$ cat config.mk
export PLATFORM = sky130hd
export DESIGN_NAME = bios_boot_sequencer
export DESIGN_NICKNAME = d
export VERILOG_FILES = /design/src/rtl/mircore_pkg.sv /design/src/rtl/bios_copy_counter.sv /design/src/rtl/bios_boot_sequencer.sv
export SDC_FILE = /design/constraint.sdc
export NUM_CORES = 1
export LEC_CHECK = 0
export ABC_CLOCK_PERIOD_IN_PS = 1670
export CELL_PAD_IN_SITES_DETAIL_PLACEMENT = 0
export CELL_PAD_IN_SITES_GLOBAL_PLACEMENT = 2
export CORE_MARGIN = 4
export CORE_UTILIZATION = 12
export CTS_CLUSTER_DIAMETER = 50
export DETAILED_ROUTE_END_ITERATION = 6
export HOLD_SLACK_MARGIN = 0.08
export PLACE_DENSITY_LB_ADDON = 0.1
export SETUP_SLACK_MARGIN = 0.05
export SYNTH_ARGS = -nofsm -noshare
export SYNTH_HDL_FRONTEND = slang
export SYNTH_HIERARCHICAL = 1
export SYNTH_SLANG_ARGS = --single-unit
$ cat constraint.sdc
create_clock -name clk_auto -period 1.67 [get_ports clk_auto]
set_input_delay 0.2505 -clock clk_auto [delete_from_list [all_inputs] [get_ports clk_auto]]
set_output_delay 0.2505 -clock clk_auto [all_outputs]
set_load 0.01 [all_outputs]
$ cat src/rtl/mircore_pkg.sv
// Shared definitions for the BIOS boot path.
//   - state encoding of the boot sequencer FSM
//   - datapath word width and nominal BIOS ROM depth
//   - instruction-memory write request bundle
package mircore_pkg;

  localparam int WORD_W     = 32;
  localparam int BIOS_DEPTH = 64;

  localparam logic [1:0] ST_IDLE_ENC   = 2'd0;
  localparam logic [1:0] ST_PRIME_ENC  = 2'd1;
  localparam logic [1:0] ST_STREAM_ENC = 2'd2;
  localparam logic [1:0] ST_DONE_ENC   = 2'd3;

  typedef enum logic [1:0] {
    ST_IDLE   = ST_IDLE_ENC,
    ST_PRIME  = ST_PRIME_ENC,
    ST_STREAM = ST_STREAM_ENC,
    ST_DONE   = ST_DONE_ENC
  } boot_state_t;

  typedef struct packed {
    logic              we;
    logic [WORD_W-1:0] addr;
    logic [WORD_W-1:0] data;
  } imem_wr_t;

endpackage

$ cat src/rtl/bios_copy_counter.sv
// Read/write pointer pair for the BIOS copy.
//   clk_auto, reset_n : clock, async active-low reset
//   clr               : zero both pointers (start of a new copy)
//   inc_rd, inc_wr    : advance read / write pointer this edge
//   wr_ptr            : current instruction-memory word offset
//   rd_addr           : ROM word address, clamped to COPY_LEN-1
//   last              : write pointer is on the final word
module bios_copy_counter
  import mircore_pkg::*;
#(
  parameter int BIOS_WORDS = BIOS_DEPTH,
  parameter int COPY_LEN   = 47,
  localparam int PW        = $clog2(BIOS_WORDS) + 1
) (
  input  logic          clk_auto,
  input  logic          reset_n,
  input  logic          clr,
  input  logic          inc_rd,
  input  logic          inc_wr,
  output logic [PW-1:0] wr_ptr,
  output logic [PW-1:0] rd_addr,
  output logic          last
);

  localparam logic [PW-1:0] ONE  = PW'(1);
  localparam logic [PW-1:0] LEN  = PW'(COPY_LEN);
  localparam logic [PW-1:0] LAST = PW'(COPY_LEN - 1);

  logic [PW-1:0] rd_ptr;

  always_ff @(posedge clk_auto or negedge reset_n) begin
    if (!reset_n) begin
      rd_ptr <= '0;
      wr_ptr <= '0;
    end else if (clr) begin
      rd_ptr <= '0;
      wr_ptr <= '0;
    end else begin
      if (inc_rd) rd_ptr <= rd_ptr + ONE;
      if (inc_wr) wr_ptr <= wr_ptr + ONE;
    end
  end

  // rd_ptr runs one ahead of wr_ptr and reaches COPY_LEN on the final
  // write cycle; the ROM address is held on the last real word instead.
  assign rd_addr = (rd_ptr < LEN) ? rd_ptr : LAST;
  assign last    = (wr_ptr == LAST);

endmodule

$ cat src/rtl/bios_boot_sequencer.sv
// BIOS boot sequencer: after reset (or a start pulse) copies the first
// COPY_LEN BIOS ROM words into instruction memory while holding the CPU,
// then releases the CPU and hands the ROM address port to its fetch path.
//   clk_auto, reset_n : clock, async active-low reset
//   start             : one-cycle (re)load request
//   cpu_fetch_addr    : CPU ROM address, forwarded only once DONE
//   bios_addr/data    : ROM port (data registered, one edge behind addr)
//   imem_we/addr/wdata: instruction-memory write port
//   cpu_hold          : CPU stall
//   busy / done       : copy in progress / copy complete
module bios_boot_sequencer
  import mircore_pkg::*;
#(
  parameter int          BIOS_WORDS = BIOS_DEPTH,
  parameter int          COPY_LEN   = 47,
  parameter int unsigned IMEM_BASE  = 0,
  parameter bit          AUTO_START = 1'b1
) (
  input  logic              clk_auto,
  input  logic              reset_n,
  input  logic              start,
  input  logic [WORD_W-1:0] cpu_fetch_addr,
  output logic [WORD_W-1:0] bios_addr,
  input  logic [WORD_W-1:0] bios_data,
  output logic              imem_we,
  output logic [WORD_W-1:0] imem_addr,
  output logic [WORD_W-1:0] imem_wdata,
  output logic              cpu_hold,
  output logic              busy,
  output logic              done
);

  localparam int PW = $clog2(BIOS_WORDS) + 1;

  if (COPY_LEN < 1 || COPY_LEN > BIOS_WORDS) begin : g_len_chk
    $error("bios_boot_sequencer: COPY_LEN must be in 1..BIOS_WORDS");
  end
  if (64'(IMEM_BASE) + 64'(COPY_LEN) - 64'd1 > 64'hFFFF_FFFF) begin : g_base_chk
    $error("bios_boot_sequencer: IMEM_BASE+COPY_LEN-1 overflows 32 bits");
  end

  boot_state_t   state, state_nxt;
  logic          go_prime;
  logic [PW-1:0] wr_ptr, rd_addr;
  logic          last;
  imem_wr_t      wr;

  bios_copy_counter #(
    .BIOS_WORDS (BIOS_WORDS),
    .COPY_LEN   (COPY_LEN)
  ) u_cnt (
    .clk_auto (clk_auto),
    .reset_n  (reset_n),
    .clr      (go_prime),
    .inc_rd   (busy),
    .inc_wr   (state == ST_STREAM),
    .wr_ptr   (wr_ptr),
    .rd_addr  (rd_addr),
    .last     (last)
  );

  always_ff @(posedge clk_auto or negedge reset_n) begin
    if (!reset_n) state <= ST_IDLE;
    else          state <= state_nxt;
  end

  // Outputs are pure decode of state/pointers: the write data is the ROM
  // output straight through, which already lines up with wr_ptr because
  // the ROM lags the read pointer by exactly one edge.
  always_comb begin
    state_nxt = state;
    go_prime  = 1'b0;
    bios_addr = '0;
    cpu_hold  = 1'b1;
    busy      = 1'b0;
    done      = 1'b0;
    wr.we     = 1'b0;
    wr.addr   = WORD_W'(IMEM_BASE) + WORD_W'(wr_ptr);
    wr.data   = bios_data;
    unique case (state)
      ST_IDLE: begin
        if (AUTO_START || start) begin
          state_nxt = ST_PRIME;
          go_prime  = 1'b1;
        end
      end
      ST_PRIME: begin
        busy      = 1'b1;
        bios_addr = WORD_W'(rd_addr);
        state_nxt = ST_STREAM;
      end
      ST_STREAM: begin
        busy      = 1'b1;
        wr.we     = 1'b1;
        bios_addr = WORD_W'(rd_addr);
        if (last) state_nxt = ST_DONE;
      end
      ST_DONE: begin
        cpu_hold  = 1'b0;
        done      = 1'b1;
        bios_addr = cpu_fetch_addr;
        if (start) begin
          state_nxt = ST_PRIME;
          go_prime  = 1'b1;
        end
      end
      default: state_nxt = ST_IDLE;
    endcase
  end

  assign imem_we    = wr.we;
  assign imem_addr  = wr.addr;
  assign imem_wdata = wr.data;

endmodule

==> results of run 1 <==
[per-layer routing]
metal | part of all wire [%] | track usage, %
met2 | 48 | 10.43
met3 | 7.2 | 2.358
met4 | 0.32 | 0.9671
met5 | 0 | 0
met1 | 45 | 8.355
[repair_timing]
action,4_1_cts,5_1_grt
pin swaps,4,10
gates resized for setup,158,57
hold buffers,0,0
hold endpoints to repair,0,0
setup buffers,4,3
endpoints found under the setup margin,43,41
cloned,1,2
[worst paths after layout]
| kind | from | to | slack, ns | depth (start not counted) |
|---|---|---|---|---|
| max in group asynchronous | reset_n | state[1] | 1.13 | 2 |
| hold reg to reg | u_cnt/rd_ptr[6] | u_cnt/rd_ptr[6] | 0.58 | 2 |
| setup reg to reg | state[1] | u_cnt/rd_ptr[5] | -0.01 | 7 |
| min in group clk_auto | bios_data[14] | imem_wdata[14] | 0.50 | 0 |
| hold / removal | reset_n | u_cnt/rd_ptr[0] | 0.34 | 2 |
| setup / recovery | state[0] | bios_addr[4] | -0.02 | 6 |
[report_power, final]
part / total (mW) / switching, mW / internal, mW
clock network: 0.463 / 0.149 / 0.314
registers: 0.389 / 0 / 0.389
logic: 0.297 / 0.111 / 0.186
total: 1.15 / 0.260 / 0.890
[stage by stage]
stage | utilization, % | cell area (um2)
after floorplan | - | 1729
after global placement | 19.04 | 2521
after detailed placement | 19.04 | 2521
after CTS | 19.37 | 2565
after global routing | 21.62 | 2863
final | 21.62 | 2863
[worst register-to-register path: cells and delay by family, from the launching register on]
family                   cells  cell delay [ns]
AND/OR/NAND/NOR              2             0.46
flip-flops                   1             0.38
buffers and inverters        3             0.32
adder cells (fa/ha/maj)      1             0.32
AO/OA/AOI/OAI                1             0.14
[logic make-up after synthesis]
logic type / after synthesis
buffers and inverters: 71
and+or+nand+nor: 68
AOI/OAI and AO/OA: 20
DFF: 16
adders and majority gates: 9
xor gates and xnor gates: 8
muxes: 3
other: 2
[cell usage after synthesis, types with 5 or more instances]
master,instances
buf_4,59
and2_1,25
nor2_1,19
dfrtp_1,16
ha_1,9
a21oi_1,7
a22oi_1,7
inv_1,6
nand2_1,6
xor2_1,5
[placed cells by master, fill, tap and decap left out, types with 2 or more instances in the layout]
| cell | count |
|---|---|
| clkdlybuf4s50_1 | 41 |
| buf_4 | 32 |
| buf_6 | 30 |
| conb_1 | 26 |
| and2_4 | 23 |
| nor2_1 | 18 |
| dfrtp_1 | 16 |
| buf_2 | 9 |
| a21oi_1 | 7 |
| nand2_1 | 6 |
| a22oi_1 | 5 |
| ha_1 | 5 |
| clkbuf_16 | 5 |
| inv_1 | 4 |
| nand2b_1 | 4 |
| nand3_1 | 4 |
| xor2_1 | 4 |
| o21ai_0 | 4 |
| or3_1 | 4 |
| inv_4 | 3 |
| ha_4 | 3 |
| nand4_1 | 3 |
| and2_1 | 2 |
| a22oi_2 | 2 |
| mux2i_1 | 2 |
| clkbuf_2 | 2 |
| buf_12 | 2 |
| xnor2_1 | 2 |
[cell type report]
cell class / instances / area, um2
fill: 1469 / 10380
timing repair buffer: 120 / 1176
inverter: 7 / 33.78
tap: 176 / 220.2
sequential: 16 / 400.4
clock buffer: 3 / 75.07
multi-input combinational: 134 / 957.2
[registers in the layout, indices dropped and copies added (netlist names)]
name,flops
u_cnt/rd_ptr,7
u_cnt/wr_ptr,7
state,2
==> summary.txt, run 1 <==
Synth
  • Netlist cell types: 28
  • Sequential-to-total area share from yosys stat: 24.62%
  • Syn Inst Count: 197
  • Post-synth top flop: dfrtp_1
  • Synth Area in Compound Gates: 8.308%
  • Post-synth EDFFs: 0
  • Main combinational cell family by area after synthesis: buffers and inverters
  • Yosys warns: 6
  • Cell taking the most area after synthesis: buf_4
  • Post-Synth Adder-Cell Area: 6.923%
  • Post-synthesis mux area share: 2.154%
  • Post-synthesis register bit count: 16
  • Mapped Area: 1627 um2
  • Async SR Flop Fraction: 100.0%
  • Synth top area share: 27.23%
  • Synth area leaders: buf_4 27%, dfrtp_1 25%, and2_1 9.6%
  • Mean Syn Cell Area: 8.257 um2
  • Post-Synth XOR/XNOR Area: 4.308%
  • Simple-gate share of the synthesized area: 22.54%

Timing
  • Final TNS setup: -0.08681 ns
  • Skew final: 0.002036 ns
  • Hold Fails Final Rpt: 0
  • Min setup slack post-route: -0.02089 ns
  • Period minus WS final: 1.691 ns
  • Hold slack: 0.3417 ns
  • Fmax: 591.4 MHz
  • Final setup vio count: 6
  • RSZ-0062 raised after global routing: yes
  • Post-route clock period utilization: 101.3%
  • Final Max Tran Viols: 0

Floorplan
  • Die ar.: 15480 um2
  • Top-level I/O count: 167
  • Rows: 42
  • Chip Width: 124.4 um
  • Die height: 124.4 um
  • Starting Density: 12.28%
  • Core Footprint: 13240 um2

Final layout
  • Share of layout cells above drive strength 1: 43.57%
  • Layout area overhead: 76.00%
  • Antenna cell count: 0
  • Nets: 358
  • Final non-filler cell total: 456

Place
  • Post-DP HPWL: 4.042 mm
  • IO Port Bufs: 77
  • Placed Cells: 443
  • Placement Setup Slack: -0.1980 ns
  • GP Congestion: 0.6331

Setup path
  • Cell mode on critical path: buf_6
  • Crit start category: register
  • Critical Path Fanout Max: 7
  • CP max-delay cell: dfrtp_1
  • Critical Path AT: 1.44 ns
  • Crit. End Element: primary output
  • CP Class: register to primary output
  • Buf+Inv Stages, Crit Path: 3
  • Worst EP required: 1.42 ns
  • Critical-path cell list: buf_6, ha_2, buf_6, a22oi_1, nor2_1, buf_2
  • Largest delay contributor family on the critical path: buffers and inverters
  • Crit-path max cell delay: 0.39 ns

Drt
  • Detailed-router iteration count before antenna repair: 3
  • DRC viols: 0
  • Routed len/inst: 11.52 um
  • Routed WL: 5.253 mm
  • Final ANT Viol Nets: 0
  • Via count: 1459
  • DRT iter0 DRCs: 28
  • Routed vias/inst: 3.200

GRT
  • Initial antenna violation count: 0
  • Remaining global-route overflow: 0
  • Global-route wire length before repair: 8.176 mm
  • Largest net degree at the start of global routing: 17
  • Vias in the first global route: 1478
  • GRT Util Overall: 6.434%

Clock network
  • Cts bufs inserted: 3
  • Clk pin slew, worst setup/hold paths: 0.05 ns
  • Clk_lat worst skew: 0.24 ns
  • TritonCTS clock tree: built
  • CTS Buffer Depth: 2
  • Clock sinks: 16
  • CTS H-Tree Depth: 1
  • CTS Root Cell: clkbuf_16

Outcome
  • Failing checks: setup timing
  • Run status: complete, but fails checks

Flow run
  • Max-cap viol count: 0

Worst hold path
  • Min-Delay Path Class: input pin to async pin

Pwr
  • Leakage: 1.321 nW
  • VDD IR-drop max: 0.0002657 V
  • Power Total: 1.150 mW
  • Power Dens Cells: 401.7 nW/um2
Note: power is estimated with default switching activity, not from simulation.
==> inputs of run 2 (changes only) <==
--- a/config.mk
+++ b/config.mk
@@ -5,11 +5,12 @@
 export SDC_FILE = /design/constraint.sdc
 export NUM_CORES = 1
 export LEC_CHECK = 0
-export ABC_CLOCK_PERIOD_IN_PS = 1670
+export ABC_CLOCK_PERIOD_IN_PS = 1850
+export CAP_MARGIN = 20
 export CELL_PAD_IN_SITES_DETAIL_PLACEMENT = 0
 export CELL_PAD_IN_SITES_GLOBAL_PLACEMENT = 2
 export CORE_MARGIN = 4
-export CORE_UTILIZATION = 12
+export CORE_UTILIZATION = 14
 export CTS_CLUSTER_DIAMETER = 50
 export DETAILED_ROUTE_END_ITERATION = 6
 export HOLD_SLACK_MARGIN = 0.08
==> constraint.sdc (replaced) <==
create_clock -name clk_auto -period 1.85 [get_ports clk_auto]
set_input_delay 0.2775 -clock clk_auto [delete_from_list [all_inputs] [get_ports clk_auto]]
set_output_delay 0.2775 -clock clk_auto [all_outputs]
set_load 0.01 [all_outputs]
==> run 2 against run 1 <==
The flow now finishes without violations. Via count fell by 3.5%. Highest routed layer unchanged. Largest cell class is now multi-input combinational cells. Design area down 14%. Final cell count shrank 11%. Clock power shrank 11%.
==> summary.txt, run 2 (synthesis gave the netlist of run 1 again) <==
Floorplan
  • Starting Density: 14.25%
  • Core Footprint: 11420 um2
  • Die height: 115.8 um
  • Die ar.: 13410 um2
  • Top-level I/O count: 167
  • Rows: 39
  • Chip Width: 115.8 um

Place
  • IO Port Bufs: 77
  • Placement Setup Slack: -0.1219 ns
  • GP Congestion: 0.6503
  • Post-DP HPWL: 3.915 mm

Drt
  • Detailed-router iteration count before antenna repair: 4
  • DRT iter0 DRCs: 34
  • DRC viols: 0
  • Routed WL: 5.061 mm
  • Via count: 1408
  • Final ANT Viol Nets: 0
  • Routed len/inst: 12.43 um
  • Routed vias/inst: 3.459

Timing
  • Final setup vio count: 0
  • Period minus WS final: 1.754 ns
  • RSZ-0062 raised after global routing: no
  • Skew final: 0.004040 ns
  • Hold Fails Final Rpt: 0
  • Final TNS setup: 0 ns
  • Fmax: 570.1 MHz
  • Min setup slack post-route: 0.09578 ns
  • Post-route clock period utilization: 94.82%
  • Final Max Tran Viols: 0

Pwr
  • Leakage: 1.108 nW
  • NetSw: 0.2213 mW
  • Sw Share: 22.65%
  • Internal: 0.7556 mW
  • Clk pwr share: 42.3%
  • Power Dens Cells: 397.6 nW/um2
  • Gate power share: 21.6%
  • VDD IR-drop max: 0.0002400 V
  • Power Total: 0.9770 mW
  • Register share of total power: 36.0%

Worst hold path
  • Min-Delay Path Class: input pin to async pin

Final layout
  • Commonest cells after routing, fill and taps aside: 41 x clkdlybuf4s50_1, 26 x conb_1, 25 x and2_1
  • Fill cells: 1285
  • Biggest regs: u_cnt/rd_ptr: 7 flops, u_cnt/wr_ptr: 7 flops, state: 2 flops
  • Layout area overhead: 51.08%
  • Share of layout cells above drive strength 1: 26.14%
  • Antenna cell count: 0
  • Most common cell after layout, fill and taps aside: clkdlybuf4s50_1
  • Nets: 342

GRT
  • Vias in the first global route: 1417
  • Remaining global-route overflow: 0
  • Global-route wire length before repair: 7.389 mm
  • Initial antenna violation count: 0
  • GRT Util Overall: 7.032%
  • Largest net degree at the start of global routing: 17

Clock network
  • TritonCTS clock tree: built
  • CTS Root Cell: clkbuf_16
  • Clk_lat worst skew: 0.24 ns
  • # hold bufs at CTS: 0
  • Cts bufs inserted: 3
  • CTS H-Tree Depth: 1
  • Clk pin slew, worst setup/hold paths: 0.05 ns
  • Clock sinks: 16
  • CTS Buffer Depth: 2

Outcome
  • Run status: finished clean

Setup path
  • Largest delay contributor family on the critical path: buffers and inverters
  • Reg2reg path depth: 7
  • CP Class: register to primary output
  • Crit start category: register
  • Critical Path Fanout Max: 14
  • Critical Path AT: 1.48 ns
  • Crit-path max cell delay: 0.40 ns
  • Critical-path cell list: buf_6, ha_4, buf_12, and2_1, clkdlybuf4s15_1
  • Worst EP required: 1.57 ns
  • Crit. End Element: primary output
  • CP max-delay cell: dfrtp_1
  • Worst path depth: 5
  • Buf+Inv Stages, Crit Path: 3

Flow run
  • Max-cap viol count: 0
## run 2: cell types whose count changed in the layout (fill, tap and decap cells not counted), moves of 7 or more
cell and change:
buf_6 -29, and2_1 +23, and2_4 -23, clkdlybuf4s15_1 +10
buf_4 -8, clkbuf_2 +7
## run 2: layer usage
| layer | share of wire, % | global-route usage, % | vias up |
|---|---|---|---|
| met5 | 0 | 0 | - |
| met4 | 0.99 | 2.088 | 0 |
| met3 | 12 | 2.245 | 8 |
| li1 | - | - | 687 |
| met2 | 47 | 11.93 | 75 |
| met1 | 40 | 8.515 | 638 |
## run 2: timing repair
action / 4_1_cts / 5_1_grt
setup buffers: 3 / 1
resized for setup: 95 / 31
gates cloned: 1 / 0
setup endpoints to repair: 38 / 32
pin swaps: 1 / 1
## run 2: cell type report
| cell class | count | area, um2 | area share, % |
|---|---|---|---|
| inverters | 7 | 28.78 | 1.171 |
| repair buffers | 104 | 887.1 | 36.10 |
| clock buffers | 3 | 75.07 | 3.055 |
| multi-input cells | 134 | 887.1 | 36.10 |
| flip-flops and latches | 16 | 400.4 | 16.29 |
| well taps | 143 | 178.9 | 7.281 |
## run 2: through the flow
| step | util (%) | std cells | hold WS, ns | instance area, um2 |
|---|---|---|---|---|
| CTS | 21.54 | 406 | 0.3807 | 2460 |
| global route | 21.52 | 407 | 0.3916 | 2457 |
| finish | 21.52 | 407 | 0.3684 | 2457 |
| floorplan | - | 221 | -0.01809 | 1717 |
| detailed placement | 20.79 | 399 | 0.5551 | 2374 |
| global placement | 20.79 | 399 | 0.5551 | 2374 |
## run 2: worst paths after layout
check | start | to | slack, ns
hold / removal | reset_n | u_cnt/wr_ptr[4] | 0.37
max in group asynchronous | reset_n | state[1] | 1.29
setup / recovery | state[0] | bios_addr[12] | 0.1
setup reg to reg | state[1] | u_cnt/rd_ptr[5] | 0.17
hold reg to reg | u_cnt/wr_ptr[6] | u_cnt/wr_ptr[6] | 0.59
min in group clk_auto | bios_data[10] | imem_wdata[10] | 0.56
## run 2: power by group through the flow
stage	logic (mW)	registers (mW)	clock network (mW)
6_report	0.212	0.352	0.414
5_1_grt	0.233	0.351	0.447
4_1_cts	0.215	0.351	0.430
3_5_place_dp	0.243	0.357	0
3_3_place_gp	0.244	0.357	0
2_1_floorplan	0.197	0.358	0
